$ cat src/rtl/dev_bus_arbiter_if.sv
// Bundle of the two master ports and the shared bridge-side port of dev_bus_arbiter.
// The arbiter connects through the slave modport; master is the requester-side view.
interface dev_bus_arbiter_if;
    logic        m0_req,   m1_req;
    logic [29:0] m0_addr,  m1_addr;
    logic [31:0] m0_wdata, m1_wdata;
    logic        m0_we,    m1_we;
    logic [3:0]  m0_be,    m1_be;
    logic [31:0] m0_rdata, m1_rdata;
    logic        m0_ack,   m1_ack;
    logic [29:0] bus_addr;
    logic [31:0] bus_wdata;
    logic        bus_we;
    logic [3:0]  bus_be;
    logic [31:0] bus_rdata;
    logic [1:0]  bus_owner;

    modport slave (
        input  m0_req, m1_req, m0_addr, m1_addr, m0_wdata, m1_wdata,
        input  m0_we, m1_we, m0_be, m1_be, bus_rdata,
        output m0_rdata, m1_rdata, m0_ack, m1_ack,
        output bus_addr, bus_wdata, bus_we, bus_be, bus_owner
    );

    modport master (
        output m0_req, m1_req, m0_addr, m1_addr, m0_wdata, m1_wdata,
        output m0_we, m1_we, m0_be, m1_be, bus_rdata,
        input  m0_rdata, m1_rdata, m0_ack, m1_ack,
        input  bus_addr, bus_wdata, bus_we, bus_be, bus_owner
    );
endinterface

$ cat src/rtl/dev_bus_arbiter.sv
// Two-master arbiter for the bridge device port: IDLE -> BUSY -> ACK per transfer.
// Define ARB_ROUND_ROBIN_EN for round-robin arbitration; default is fixed priority with burst limit.
module dev_bus_arbiter #(
    parameter int MAX_BURST = 4
) (
    input  logic             clk,
    input  logic             reset,
    dev_bus_arbiter_if.slave bif
);
    typedef enum logic [1:0] {IDLE, BUSY, ACK} state_t;

    state_t      state, state_nxt;
    logic        sel;
    logic        grant;
    logic        win1;
    logic [31:0] rd0, rd1;
`ifdef ARB_ROUND_ROBIN_EN
    logic        last;
`else
    logic [3:0]  burst;
`endif

    always_ff @(posedge clk) begin
        if (reset) state <= IDLE;
        else       state <= state_nxt;
    end

    always_comb begin
        state_nxt     = state;
        grant         = 1'b0;
        win1          = 1'b0;
        bif.bus_addr  = '0;
        bif.bus_wdata = '0;
        bif.bus_we    = 1'b0;
        bif.bus_be    = '0;
        bif.bus_owner = 2'b00;
        bif.m0_ack    = 1'b0;
        bif.m1_ack    = 1'b0;
        case (state)
            IDLE: begin
                if (bif.m0_req || bif.m1_req) begin
                    grant     = 1'b1;
                    state_nxt = BUSY;
`ifdef ARB_ROUND_ROBIN_EN
                    // last reset to 1 so the first contended grant goes to master 0
                    win1 = bif.m1_req && (!bif.m0_req || !last);
`else
                    win1 = bif.m1_req && (!bif.m0_req || (burst == 4'(MAX_BURST)));
`endif
                end
            end
            BUSY: begin
                state_nxt     = ACK;
                bif.bus_addr  = sel ? bif.m1_addr  : bif.m0_addr;
                bif.bus_wdata = sel ? bif.m1_wdata : bif.m0_wdata;
                bif.bus_we    = sel ? bif.m1_we    : bif.m0_we;
                bif.bus_be    = sel ? bif.m1_be    : bif.m0_be;
                bif.bus_owner = sel ? 2'b10 : 2'b01;
            end
            ACK: begin
                state_nxt  = IDLE;
                bif.m0_ack = !sel;
                bif.m1_ack = sel;
            end
            default: state_nxt = IDLE;
        endcase
    end

    always_ff @(posedge clk) begin
        if (reset) begin
            sel <= 1'b0;
            rd0 <= '0;
            rd1 <= '0;
        end else begin
            if (grant) sel <= win1;
            if (state == BUSY) begin
                if (sel) rd1 <= bif.bus_rdata;
                else     rd0 <= bif.bus_rdata;
            end
        end
    end

`ifdef ARB_ROUND_ROBIN_EN
    always_ff @(posedge clk) begin
        if (reset)      last <= 1'b1;
        else if (grant) last <= win1;
    end
`else
    // Counts master-0 grants that made a waiting master 1 wait longer
    always_ff @(posedge clk) begin
        if (reset) begin
            burst <= '0;
        end else if (grant) begin
            if (win1 || !bif.m1_req)            burst <= '0;
            else if (burst != 4'(MAX_BURST))    burst <= burst + 4'd1;
        end
    end
`endif

    assign bif.m0_rdata = rd0;
    assign bif.m1_rdata = rd1;
endmodule

$ cat src/flat_wrapper.sv
// flat-port wrapper written by rule: the top's interface ports become plain ports
module dev_bus_arbiter_flat 
#(
    parameter int MAX_BURST = 4
)
  (clk, reset, bif_m0_req, bif_m1_req, bif_m0_addr, bif_m1_addr, bif_m0_wdata, bif_m1_wdata, bif_m0_we, bif_m1_we, bif_m0_be, bif_m1_be, bif_bus_rdata, bif_m0_rdata, bif_m1_rdata, bif_m0_ack, bif_m1_ack, bif_bus_addr, bif_bus_wdata, bif_bus_we, bif_bus_be, bif_bus_owner);
  dev_bus_arbiter_if bif_i ();
  input  logic clk;
  input  logic reset;
  input wire logic [$bits(bif_i.m0_req)-1:0] bif_m0_req;
  input wire logic [$bits(bif_i.m1_req)-1:0] bif_m1_req;
  input wire logic [$bits(bif_i.m0_addr)-1:0] bif_m0_addr;
  input wire logic [$bits(bif_i.m1_addr)-1:0] bif_m1_addr;
  input wire logic [$bits(bif_i.m0_wdata)-1:0] bif_m0_wdata;
  input wire logic [$bits(bif_i.m1_wdata)-1:0] bif_m1_wdata;
  input wire logic [$bits(bif_i.m0_we)-1:0] bif_m0_we;
  input wire logic [$bits(bif_i.m1_we)-1:0] bif_m1_we;
  input wire logic [$bits(bif_i.m0_be)-1:0] bif_m0_be;
  input wire logic [$bits(bif_i.m1_be)-1:0] bif_m1_be;
  input wire logic [$bits(bif_i.bus_rdata)-1:0] bif_bus_rdata;
  output wire logic [$bits(bif_i.m0_rdata)-1:0] bif_m0_rdata;
  output wire logic [$bits(bif_i.m1_rdata)-1:0] bif_m1_rdata;
  output wire logic [$bits(bif_i.m0_ack)-1:0] bif_m0_ack;
  output wire logic [$bits(bif_i.m1_ack)-1:0] bif_m1_ack;
  output wire logic [$bits(bif_i.bus_addr)-1:0] bif_bus_addr;
  output wire logic [$bits(bif_i.bus_wdata)-1:0] bif_bus_wdata;
  output wire logic [$bits(bif_i.bus_we)-1:0] bif_bus_we;
  output wire logic [$bits(bif_i.bus_be)-1:0] bif_bus_be;
  output wire logic [$bits(bif_i.bus_owner)-1:0] bif_bus_owner;
  assign bif_i.m0_req = bif_m0_req;
  assign bif_i.m1_req = bif_m1_req;
  assign bif_i.m0_addr = bif_m0_addr;
  assign bif_i.m1_addr = bif_m1_addr;
  assign bif_i.m0_wdata = bif_m0_wdata;
  assign bif_i.m1_wdata = bif_m1_wdata;
  assign bif_i.m0_we = bif_m0_we;
  assign bif_i.m1_we = bif_m1_we;
  assign bif_i.m0_be = bif_m0_be;
  assign bif_i.m1_be = bif_m1_be;
  assign bif_i.bus_rdata = bif_bus_rdata;
  assign bif_m0_rdata = bif_i.m0_rdata;
  assign bif_m1_rdata = bif_i.m1_rdata;
  assign bif_m0_ack = bif_i.m0_ack;
  assign bif_m1_ack = bif_i.m1_ack;
  assign bif_bus_addr = bif_i.bus_addr;
  assign bif_bus_wdata = bif_i.bus_wdata;
  assign bif_bus_we = bif_i.bus_we;
  assign bif_bus_be = bif_i.bus_be;
  assign bif_bus_owner = bif_i.bus_owner;
  dev_bus_arbiter #(.MAX_BURST(MAX_BURST)) u_core (.clk(clk), .reset(reset), .bif(bif_i));
endmodule
$ cat config.mk
export PLATFORM = sky130hd
export DESIGN_NAME = dev_bus_arbiter_flat
export DESIGN_NICKNAME = d
export VERILOG_FILES = /design/src/rtl/dev_bus_arbiter_if.sv /design/src/rtl/dev_bus_arbiter.sv /design/src/flat_wrapper.sv
export SDC_FILE = /design/constraint.sdc
export NUM_CORES = 1
export LEC_CHECK = 0
export CAP_MARGIN = 15
export CELL_PAD_IN_SITES_DETAIL_PLACEMENT = 1
export CELL_PAD_IN_SITES_GLOBAL_PLACEMENT = 2
export CORE_MARGIN = 2
export CORE_UTILIZATION = 13
export DETAILED_ROUTE_END_ITERATION = 8
export PLACE_DENSITY = 0.84
export SLEW_MARGIN = 20
export SYNTH_ARGS = -nofsm -noshare
export SYNTH_HDL_FRONTEND = slang
export SYNTH_SLANG_ARGS = --single-unit
$ cat constraint.sdc
create_clock -name clk -period 1.4 [get_ports clk]
set_input_delay 0.28 -clock clk [delete_from_list [all_inputs] [get_ports clk]]
set_output_delay 0.28 -clock clk [all_outputs]
set_load 0.05 [all_outputs]
==> results by group <==
STA
  • FMAX: 0.512 GHz
  • Count of pins over their slew limit: 0
  • Setup WS post-layout: -0.552 ns
  • Layout Skew: 0.00834 ns
  • Final period util: 1.39
  • Tightest Pin Transition: 0.324 ns
  • Post-layout minimum cycle time: slightly below 2 ns
  • Unrepaired setup endpoints after global routing: yes
  • Slew HR: 0.784
  • Final setup violation count: 90
  • Hold Vio Cnt, Final: 0

Worst setup path
  • Worst path max stage delay: 0.33 ns
  • Slowest-stage cell, CP: dfxtp_2
  • Critical R2R Capture: u_core.bif.m1_rdata[7]
  • RR Startpoint: u_core.state[1]
  • Reg2Reg Depth: 8
  • Worst Setup End Kind: primary output
  • Critical path startpoint: u_core.state[1]
  • CP Cell Sequence: nand2b_4 > or2_4 > clkinv_4 > buf_4 > a22o_4 > buf_12
  • CP max FO: 6
  • Critical Path RT: between 1 and 1.5 ns
  • Crit path to: bif_bus_wdata[26]
  • R2R setup slack: -0.09 ns
  • Worst Setup Start Kind: flop
  • Worst EP arrival: 1.67 ns
  • Setup CP Type: flop to primary output

Routing
  • WL/cell: 20.4 um
  • Antenna-violating nets left: 0
  • Detailed Route Iter0 Violations: roughly 150
  • WL final: ~22,000 um
  • Iteration count of the initial detailed-routing pass: 4
  • Residual DRC: 0
  • Routed via count: 4,376
  • Vias per std cell: a little over 4

Min path
  • Tightest Hold Check Type: input pin to flop
  • HP Start: reset
  • Hold Path Cell Cnt: 2

Cells and area
  • Total Nets Final: 904
  • Non-Filler Instances: 1,067
  • Layout area overhead: 182%
  • Layout cell share with drive strength beyond 1: 0.393
  • Final instance area: 9240 um^2

Logic synthesis
  • Post-synthesis compound-gate area fraction: 0.294
  • Synth top area share: 0.434
  • EDFF count, synth: 0
  • Synth Flop Type: dfxtp_1
  • Count leader, synth: nand2_1
  • Syn avg cell area: 8.09 um^2
  • Syn Nets: 577
  • #FFs+latches synth: 71
  • Post-Syn Area: 3280 um^2
  • Syn Inst Count: 405
  • Post-Synth XOR/XNOR Area: 0
  • Synth Area in Adders: 0.00764
  • Most frequent cells after synthesis: nand2_1 (132), dfxtp_1 (71), a21oi_1 (68)
  • Synth async-reset ratio: 0
  • Leading area contributor after synthesis: dfxtp_1
  • Synth unique cells: 26
  • Post-synthesis mux area share: 0
  • Simple-Gate Fraction of Synth Area: 0.186
  • Largest family of logic cells by synthesized area: compound AO/OA/AOI/OAI gates
  • Sequential element share of the synthesized area: 0.434
  • Synth area leaders: dfxtp_1 (43%), a22o_1 (18%), nand2_1 (15%)
  • YS warnings: 0

Placement
  • Final GP Congestion: 0.747
  • I/O Buffers: 304
  • DP Wirelength: 16,300 um
  • Area after DPL: 8440 um^2
  • Placed Cells: 1,036

Clock network
  • # clock sinks: 71
  • CTS tree: done
  • Worst-path clk slew: 0.06 ns
  • CTS Buf Count: 9
  • H-Tree Depth: 3
  • Worst-Skew Late Latency: 0.34 ns
  • CTS max path bufs: 2
  • Root Buffer: clkbuf_16

GRT
  • First-pass GRT wire length: about 30,000 um
  • Gr ovfl total: 0
  • Vias in the first global route: 4,712
  • Largest net degree at the start of global routing: 33
  • Tot GR Track Use: 0.154
  • Initial antenna violation count: 1

Pwr
  • Leak: ~3.6 nW
  • Pwr per Cell Area: 809 nW/um^2
  • Max VDD drop: 0.518 mV

Status
  • Failing checks: negative setup slack
  • Status: complete, but fails checks

Flow run
  • Max-Cap Viols: 0

Floorplanning
  • Core Area: 25,000 um^2
  • Std-Cell Rows: 58
  • Io pins: 305
  • Die width: approximately 160 um
  • Starting Density: 0.131
  • Die height: 163 um
  • Area of the die: 26,500 um^2
## state kept, by name, summed over array words and instances (netlist names)
name / cells
u_core.bif.m1_rdata: 32
u_core.burst: 4
u_core.state: 2
u_core.bif.m0_rdata: 32
u_core.sel: 1
## worst min-delay path by stage
stage                         endpoint  slack (ns)
2_1_floorplan  u_core.bif.m0_rdata[21]        0.42
3_3_place_gp           u_core.state[1]        0.46
3_5_place_dp           u_core.state[1]        0.46
4_1_cts        u_core.bif.m1_rdata[17]        0.28
5_1_grt        u_core.bif.m1_rdata[20]        0.31
6_report       u_core.bif.m1_rdata[16]        0.29
## metrics by stage
stage / power [mW] / hold WS (ns) / setup TNS, ns / setup slack, ns / util
after floorplan: 3.47 / 0.416 / -10.20 / -0.179 / -
after detailed placement: 5.21 / 0.462 / -17.65 / -0.255 / 0.338
after global routing: 7.79 / 0.314 / -46.50 / -0.627 / 0.370
final: 7.47 / 0.294 / -37.94 / -0.552 / 0.370
after global placement: 5.20 / 0.456 / -16.51 / -0.249 / 0.338
after CTS: 7.45 / 0.282 / -39.09 / -0.585 / 0.357
## power breakdown
| group | leakage, nW | switching, mW | total, mW | internal (mW) |
|---|---|---|---|---|
| Clock | 0.127 | 0.928 | 2.11 | 1.18 |
| Sequential | 0.578 | 0.0829 | 2.19 | 2.10 |
| Combinational | 2.85 | 1.50 | 3.18 | 1.67 |
| Total | 3.55 | 2.52 | 7.47 | 4.96 |
## layer usage
layer / global-route usage / vias up / wire length (um) / part of all wire
li1: - / 2062 / - / -
met1: 0.180 / 2117 / 8760 / 0.40
met2: 0.266 / 180 / 11100 / 0.51
met3: 0.0545 / 17 / 1610 / 0.074
met4: 0.0430 / 0 / 291 / 0.013
met5: 0 / - / 0 / 0
## repair_timing
| item | in CTS | in global routing |
|---|---|---|
| hold buffers | 0 | 0 |
| setup endpoints to repair | 113 | 117 |
| pin swaps | 2 | 2 |
| resized for setup | 37 | 27 |
| cloned | 1 | 7 |
| buffers inserted | 5 | 4 |
## area by class of cell
class                           count  area, um^2
Antenna cell                        1        2.50
Clock buffer                        9         225
Clock inverter                      6        38.8
Fill cell                        2760       15700
Inverter                            5        38.8
Multi-Input combinational cell    293        2010
Sequential cell                    71        1430
Tap cell                          330         413
Timing Repair Buffer              351        5080
Timing Repair inverter              1        8.76
## placed cells by master, fill, tap and decap left out, types with 3 or more instances in the layout
cell type	n
clkdlybuf4s50_1	168
buf_12	149
nand2_1	131
dfxtp_1	67
a21oi_1	59
a22o_2	34
a22o_4	33
buf_4	17
clkbuf_16	16
a21oi_2	9
buf_6	8
nor2_1	4
dfxtp_2	4
clkinv_2	3
## critical path: cells and delay by family (launching register included)
kind	cells	cell delay, ns
flip-flops	1	0.33
AO/OA/AOI/OAI	1	0.24
AND/OR/NAND/NOR	2	0.32
buffers and inverters	3	0.45
## logic make-up after synthesis
family,Yosys count
DFF,71
and+or+nand+nor,151
buffers and inverters,41
AOI/OAI and AO/OA,140
adders and majority gates,2
No activity file was read; power rests on OpenSTA's default activity.
